`src/rtl/note_key_tracker_if.sv`:
```
// Scancode input and note-id output bundle of the note key tracker.
// scan_valid is a one-clock strobe with no back-pressure: the tracker accepts every byte it is given.
interface note_key_tracker_if;
  logic [7:0] scan_code;
  logic       scan_valid;
  logic [4:0] freq_id1;
  logic [4:0] freq_id2;
  logic       new_f;
  logic [1:0] held;
  logic [1:0] parser_state;

  modport master (
    output scan_code, scan_valid,
    input  freq_id1, freq_id2, new_f, held, parser_state
  );

  modport slave (
    input  scan_code, scan_valid,
    output freq_id1, freq_id2, new_f, held, parser_state
  );
endinterface

```
`src/rtl/note_key_tracker.sv`:
```
// Decodes PS/2 Set-2 scancodes into up to two held note ids and publishes
// slot changes with a rate-limited one-clock new_f strobe.
module note_key_tracker #(
  parameter int MIN_GAP = 1300000,
  parameter int GAP_W   = 21
) (
  input logic          clock,
  input logic          reset,
  note_key_tracker_if.slave bus
);

  typedef enum logic [1:0] {IDLE, BRK, EXT, EXTBRK} parse_t;

  localparam logic [4:0] NO_NOTE = 5'd31;
  localparam logic [7:0] CODE_BRK = 8'hF0;
  localparam logic [7:0] CODE_EXT = 8'hE0;
  // Gap is loaded one short so strobes land exactly MIN_GAP clocks apart.
  localparam logic [GAP_W-1:0] GAP_LOAD = (MIN_GAP > 0) ? GAP_W'(MIN_GAP - 1) : '0;

  parse_t           state;
  logic [4:0]       slot1, slot2;
  logic [4:0]       code_id, slot1_n, slot2_n;
  logic             pending;
  logic [GAP_W-1:0] gap;
  logic             is_make, is_break, slot_change, publish;
  logic [1:0]       held_n;

  function automatic logic [4:0] key_id(input logic [7:0] code);
    case (code)
      8'h1A: key_id = 5'd0;   8'h1B: key_id = 5'd1;   8'h22: key_id = 5'd2;
      8'h23: key_id = 5'd3;   8'h21: key_id = 5'd4;   8'h2A: key_id = 5'd5;
      8'h34: key_id = 5'd6;   8'h32: key_id = 5'd7;   8'h33: key_id = 5'd8;
      8'h31: key_id = 5'd9;   8'h3B: key_id = 5'd10;  8'h3A: key_id = 5'd11;
      8'h41: key_id = 5'd12;  8'h15: key_id = 5'd13;  8'h1E: key_id = 5'd14;
      8'h1D: key_id = 5'd15;  8'h26: key_id = 5'd16;  8'h24: key_id = 5'd17;
      8'h2D: key_id = 5'd18;  8'h2E: key_id = 5'd19;  8'h2C: key_id = 5'd20;
      8'h36: key_id = 5'd21;  8'h35: key_id = 5'd22;  8'h3D: key_id = 5'd23;
      8'h3C: key_id = 5'd24;
      default: key_id = NO_NOTE;
    endcase
  endfunction

  always_comb begin
    code_id  = key_id(bus.scan_code);
    is_make  = bus.scan_valid && (state == IDLE) && (bus.scan_code != CODE_BRK) &&
               (bus.scan_code != CODE_EXT) && (code_id != NO_NOTE);
    is_break = bus.scan_valid && (state == BRK) && (code_id != NO_NOTE);
    slot1_n  = slot1;
    slot2_n  = slot2;
    if (is_make) begin
      // A typematic repeat of an already-held note leaves both slots alone.
      if ((code_id != slot1) && (code_id != slot2)) begin
        if (slot1 == NO_NOTE) slot1_n = code_id;
        else                  slot2_n = code_id;
      end
    end else if (is_break) begin
      if (code_id == slot1) begin
        slot1_n = slot2;
        slot2_n = NO_NOTE;
      end else if (code_id == slot2) begin
        slot2_n = NO_NOTE;
      end
    end
    slot_change = (slot1_n != slot1) || (slot2_n != slot2);
    publish     = pending && (gap == '0);
    held_n      = 2'(slot1_n != NO_NOTE) + 2'(slot2_n != NO_NOTE);
  end

  always_ff @(posedge clock) begin
    if (reset) begin
      state        <= IDLE;
      slot1        <= NO_NOTE;
      slot2        <= NO_NOTE;
      pending      <= 1'b0;
      gap          <= '0;
      bus.freq_id1 <= NO_NOTE;
      bus.freq_id2 <= NO_NOTE;
      bus.new_f    <= 1'b0;
      bus.held     <= 2'd0;
    end else begin
      if (bus.scan_valid) begin
        case (state)
          IDLE:    if (bus.scan_code == CODE_BRK)      state <= BRK;
                   else if (bus.scan_code == CODE_EXT) state <= EXT;
          BRK:     state <= IDLE;
          EXT:     state <= (bus.scan_code == CODE_BRK) ? EXTBRK : IDLE;
          default: state <= IDLE;
        endcase
      end
      slot1     <= slot1_n;
      slot2     <= slot2_n;
      bus.held  <= held_n;
      bus.new_f <= publish;
      // Publishing snapshots the pre-change slots; a same-clock change keeps pending set.
      if (publish) begin
        bus.freq_id1 <= slot1;
        bus.freq_id2 <= slot2;
        gap          <= GAP_LOAD;
      end else if (gap != '0) begin
        gap <= gap - 1'b1;
      end
      pending <= slot_change || (pending && !publish);
    end
  end

  assign bus.parser_state = state;

endmodule

```
`src/flat_wrapper.sv`:
```
// flat-port wrapper written by rule: the top's interface ports become plain ports
module note_key_tracker_flat 
#(
  parameter int MIN_GAP = 1300000,
  parameter int GAP_W   = 21
)
  (clock, reset, bus_scan_code, bus_scan_valid, bus_freq_id1, bus_freq_id2, bus_new_f, bus_held, bus_parser_state);
  note_key_tracker_if bus_i ();
  input logic clock;
  input logic reset;
  input wire logic [$bits(bus_i.scan_code)-1:0] bus_scan_code;
  input wire logic [$bits(bus_i.scan_valid)-1:0] bus_scan_valid;
  output wire logic [$bits(bus_i.freq_id1)-1:0] bus_freq_id1;
  output wire logic [$bits(bus_i.freq_id2)-1:0] bus_freq_id2;
  output wire logic [$bits(bus_i.new_f)-1:0] bus_new_f;
  output wire logic [$bits(bus_i.held)-1:0] bus_held;
  output wire logic [$bits(bus_i.parser_state)-1:0] bus_parser_state;
  assign bus_i.scan_code = bus_scan_code;
  assign bus_i.scan_valid = bus_scan_valid;
  assign bus_freq_id1 = bus_i.freq_id1;
  assign bus_freq_id2 = bus_i.freq_id2;
  assign bus_new_f = bus_i.new_f;
  assign bus_held = bus_i.held;
  assign bus_parser_state = bus_i.parser_state;
  note_key_tracker #(.MIN_GAP(MIN_GAP), .GAP_W(GAP_W)) u_core (.clock(clock), .reset(reset), .bus(bus_i));
endmodule
```
`config.mk`:
```
export PLATFORM = sky130hd
export DESIGN_NAME = note_key_tracker_flat
export DESIGN_NICKNAME = d
export VERILOG_FILES = /design/src/rtl/note_key_tracker_if.sv /design/src/rtl/note_key_tracker.sv /design/src/flat_wrapper.sv
export SDC_FILE = /design/constraint.sdc
export NUM_CORES = 1
export LEC_CHECK = 0
export CAP_MARGIN = 20
export CORE_MARGIN = 5
export CORE_UTILIZATION = 45
export CTS_CLUSTER_DIAMETER = 100
export CTS_CLUSTER_SIZE = 28
export DETAILED_ROUTE_END_ITERATION = 10
export GPL_ROUTABILITY_DRIVEN = 0
export SYNTH_ARGS = -nofsm -noshare
export SYNTH_HDL_FRONTEND = slang
export SYNTH_SLANG_ARGS = --single-unit
export TNS_END_PERCENT = 20
```
`constraint.sdc`:
```
create_clock -name clock -period 5.7 [get_ports clock]
set_input_delay 1.14 -clock clock [delete_from_list [all_inputs] [get_ports clock]]
set_output_delay 1.14 -clock clock [all_outputs]
set_load 0.02 [all_outputs]
```
======== Word-level counts from Yosys, hierarchy flattened ========
Index checks and enable logic that the tools add are counted.
Widths: inputs -> output; s select.
word-level totals
  bits in writable memories ............... 0
  latch bits .............................. 0
  memories kept ........................... 0
  word-level logic and storage cells ...... 90
  ROM bits ................................ 0
  input bits .............................. 11
  bits in registers ....................... 47
  output and inout port bits .............. 15
operators by class
  eq/ne operators ......................... 42
  divide/modulo/power cells ............... 0
  multiplexer cells ....................... 18
  bitwise logic cells ..................... 0
  $add $sub $neg .......................... 2
  $mul .................................... 0
  shift operators ......................... 0
  reduce and logical (&&, ||, !) cells .... 18
  order comparisons ....................... 0
operators with widths
  operator               number
  $eq 8x6->1 const B     19
  $pmux 5 s25            1
  $mux 5                 11
  $mux 21                2
  $eq 8x5->1 const B     5
  $logic_not 21->1       1
  $reduce_bool 21->1     1
  $sub 21x1->21 const B  1
  $ne 5x5->1             4
  $eq 8x8->1 const B     2
  $ne 8x8->1 const B     2
  $ne 5x5->1 const B     3
  $eq 5x5->1             2
  $logic_and 1x1->1      9
  $eq 8x7->1 const B     1
  $mux 2                 3
  $eq 5x5->1 const B     1
  $pmux 2 s2             1
  $ne 3x3->1 const B     1
  $add 1x1->2            1
  $eq 2x1->1 const B     1
  $eq 2x2->1 const B     1
  $logic_not 2->1        1
  $logic_or 1x1->1       2
  other kinds (4)        4

======== Logic depth before layout (Yosys ltp) ========
Gate-level depths: netlist (run 1).
  depth after elaboration ................. 10
  gate-level depth with buffers ........... 16
  gate-level depth less buffers ........... 12

======== Worst setup path after synthesis (run 1) ========
No wires, ideal clock.
  path kind ............................... input to register
  start point ............................. input port bus_scan_code[4]
  end point ............................... register u_core.bus.held[0]
  data arrival time ....................... 4552 ps
  required time ........................... 5576 ps
  path buffers ............................ 2
  setup slack ............................. 1024 ps
  stages .................................. 14
  library setup time ...................... 124 ps
  path through ............................ buf_4 nand2_1 mux2_2 a221o_1 or3_1 clkbuf_2 o31ai_1 o21ai_1 nor3_2 mux2i_1 o22ai_1 or4_1 ha_1 nor2b_1
on the way
  cells in the longest elaborated chain, start to end .. 9
  elaborated cells on any way between the ends .. 52
  those cells by class .................... add/sub: 1; eq/ne: 34; mux: 12; reduce/logical: 5
RTL lines
  item                                      RTL line                   source
  from (decl)                               flat_wrapper.sv:11         input wire logic [$bits(bus_i.scan_code)-1:0] bus_scan_code;
  $eq 8x6->1, or another cell as far along  note_key_tracker.sv:29     case (code)
  $pmux 5 s25                               note_key_tracker.sv:29
  $eq 5x5->1                                note_key_tracker.sv:60     end else if (code_id == slot2) begin
  $mux 5                                    note_key_tracker.sv:60
  $mux 5                                    note_key_tracker.sv:57     if (code_id == slot1) begin
  $mux 5                                    note_key_tracker.sv:56     end else if (is_break) begin
  $mux 5                                    note_key_tracker.sv:50     if (is_make) begin
  $ne 5x5->1                                note_key_tracker.sv:66     held_n = 2'(slot1_n != NO_NOTE) + 2'(slot2_n != NO_NOTE);
  $add 1x1->2 (*)                           note_key_tracker.sv:66
  named net u_core.held_n[0]                note_key_tracker.sv:26     logic [1:0] held_n;
  to (signal assigned)                      note_key_tracker.sv:92     bus.held <= held_n;
  to (decl)                                 note_key_tracker_if.sv:19  output freq_id1, freq_id2, new_f, held, parser_state
Mark *: on every way through the listed nets, which the timed path passes. The rest lies on a longest branch.
A chain may end at the register's enable or synchronous reset.

======== Final worst setup path (run 1) ========
  start point ............................. input port bus_scan_code[1]
  end point ............................... register u_core.bus.held[0]
The elaborated chain is that of the path after synthesis.

==> results.json, run 1 <==
{
  "die_height_microns": 95.89,
  "syn_inst": 426,
  "relSlewSlack": 0.5120,
  "synth_most_common_cell": "dfxtp_1",
  "grt_pass1_vias": 3041,
  "async_flop_share": 0,
  "grt_first_pass_wirelength_microns": 14480,
  "drt-total-wl_microns": 8622,
  "syn_nets": 439,
  "crit_fanout": 17,
  "vdd_drop_max_uv": 250.5,
  "synthDistinctLibCells": 76,
  "fillCellCount": 704,
  "cts_repair_resize_count": 0,
  "ys_seq_elements": 47,
  "status": "finished, final reports clean",
  "finClkSkew_ps": 14.92,
  "powerDensity_mw_per_mm2": 299.1,
  "viasPerCell": 5.841,
  "synth_top_area_frac": 0.2835,
  "post_drt_wl_per_cell_microns": 15.73,
  "drtIter0Drc": 201,
  "post-cts-setup-buffers": 0,
  "crit_required_ps": 5890,
  "drcViolationCount": 0,
  "drive_above_1_share": 0.1091,
  "num_rows": 31,
  "drv_cap": 0,
  "cts_buffers": 5,
  "start_kind": "input port",
  "port-buffer-count": 25,
  "synth_xor_area_frac": 0.03958,
  "finalSetupViolCount": 0,
  "cp.arrival_ps": 5360,
  "clk_pin_slew_ps": 90,
  "timing.fmax_mhz": 193.3,
  "hpwlAfterDp_microns": 6417,
  "synth_edf_count": 0,
  "grt_overflow_total": 0,
  "die_w_microns": 95.89,
  "htree_num_levels": 2,
  "hold_violations": 0,
  "vias": 3201,
  "tns_ps": 0,
  "antenna_found_initial": 0,
  "rsz0062_at_grt": "false",
  "cts_tree": "done",
  "antenna_cells": 0,
  "min_path_type": "register to register",
  "avgSynthCellArea_sq_um": 7.792,
  "grt_use_total": 0.1942,
  "synth_common_cells": "dfxtp_1, nor2_1, nand2_1",
  "synth_compound_area_frac": 0.2473,
  "io_pins": 26,
  "ant_nets": 0,
  "firstDrtPassIters": 5,
  "ys.warnings.count": 0,
  "wl_met3_microns": 488,
  "netlist_area_sq_mm": 0.003319,
  "core_sq_mm": 0.007214,
  "synth_mux_area_frac": 0.04335,
  "leakage_nw": 1.450,
  "die-area_sq_mm": 0.009194,
  "nets": 461,
  "area_growth_syn_to_layout_pct": 13.98,
  "period_needed_ps": 5174,
  "clockBufferDepth": 2,
  "hold_buffers": 0,
  "highest_layer": "met4",
  "path_class": "input port to register",
  "insertion_delay_ps": 300,
  "endpoint_kind": "register",
  "ys.flop_type": "dfxtp_1",
  "synthTopCellsByArea": "dfxtp_1, nor2_1, nand2b_1, nand2_1, mux2i_1",
  "synth_largest_area_cell": "dfxtp_1",
  "finalCritPeriodShare": 0.9077,
  "start_util": 0.4601,
  "synth-simple-area-share": 0.3238,
  "synthAdderAreaFrac": 0.007539,
  "tightestPinTransition_ps": 730.4,
  "wl_met2_microns": 3685,
  "m1WireLength_microns": 4251,
  "drv_slew": 0,
  "ctsRootBufferMaster": "clkbuf_8",
  "seq_area_frac_synth": 0.2835,
  "hold_ws_ps": 481.9,
  "grt_max_degree": 36,
  "clkSinkCount": 47,
  "synth_top_family_by_area": "simple AND/OR/NAND/NOR gates"
}
per-stage QoR:
stage	utilization	worst slack, ps	cells	total power, mW	area (sq um)
after global routing	0.5245	316.2	548	1.227	3784
final	0.5245	526.0	548	1.132	3784
after detailed placement	0.5111	272.9	540	0.9178	3687
after floorplan	-	1024	426	0.8210	3319
after CTS	0.5245	579.1	548	1.137	3784
after global placement	0.5111	364.8	540	0.9082	3687
final cells by class:
cell class | instances | area [sq um] | share of cell area
multi-input cells | 338 | 2196 | 0.5804
flip-flops and latches | 47 | 940.9 | 0.2487
repair buffers | 41 | 370.4 | 0.09788
well taps | 99 | 123.9 | 0.03274
clock buffers | 6 | 82.58 | 0.02183
inverters | 15 | 56.30 | 0.01488
clock inverters | 2 | 13.76 | 0.003638
worst max-delay path: stages:
cell and delay (ps):
clkdlybuf4s50_1 790, nand3b_1 210, a2111oi_4 420, a221o_1 250, nor3_2 110, a2111oi_0 470, o21ai_1 200, nor3_2 470
mux2i_1 290, o22ai_1 90, or4_1 510, ha_1 280, nor2b_1 120
path summary, 6_finish.rpt:
check,from,to,slack [ps],depth (start not counted)
setup / recovery,bus_scan_code[1],u_core.bus.held[0],530,13
setup reg to reg,u_core.gap[0],u_core.gap[17],2410,12
hold / removal,u_core.gap[14],u_core.gap[14],480,1
hold reg to reg,u_core.gap[14],u_core.gap[14],480,1
report_power, final:
| group | internal [mW] | switching (mW) | leakage, nW |
|---|---|---|---|
| combinational | 0.209 | 0.257 | 1.02 |
| sequential | 0.392 | 0.0569 | 0.383 |
| clock | 0.0994 | 0.117 | 0.0516 |
| total | 0.700 | 0.432 | 1.45 |
state kept, by name (all words and copies together) (netlist names):
name                     cells
u_core.slot1                 5
u_core.bus.held              2
u_core.gap                  21
u_core.slot2                 5
u_core.pending               1
u_core.bus.new_f             1
u_core.bus.parser_state      2
u_core.bus.freq_id2          5
u_core.bus.freq_id1          5
routing by layer:
layer  up-vias  GRT usage
li1       1588          -
met1      1493     0.2678
met2       102     0.3046
met3        18    0.03987
met4         0    0.05924
met5         -          0
cell usage in the layout, fill, tap and decap left out, types with 10 or more instances in the layout:
cell type,synthesis,routed
nor2b_1,10,10
a211oi_1,14,14
dfxtp_1,47,47
nor2_1,45,45
inv_1,15,15
mux2i_1,11,11
nand2b_1,23,23
a21oi_1,19,19
clkdlybuf4s50_1,0,25
nand2_1,35,35
o21ai_0,18,18
buf_4,2,16
nor3_1,21,21
or3_1,11,11
cells by family (layout without fill, tap and decap cells):
group,Yosys count,after routing
simple gates,199,199
xor+xnor,15,15
flops,47,47
compound gates,108,108
fa+ha+maj,2,2
mux,14,14
buf+inv,41,64
(Power assumes the default switching activity.)
==> run 2, diff against run 1 <==
--- a/config.mk
+++ b/config.mk
@@ -5,6 +5,7 @@
 export SDC_FILE = /design/constraint.sdc
 export NUM_CORES = 1
 export LEC_CHECK = 0
+export ABC_CLOCK_PERIOD_IN_PS = 5700
 export CAP_MARGIN = 20
 export CORE_MARGIN = 5
 export CORE_UTILIZATION = 45
==> results of run 2 <==
Same layout as run 1: the final DEF is identical, and so are final timing and power.
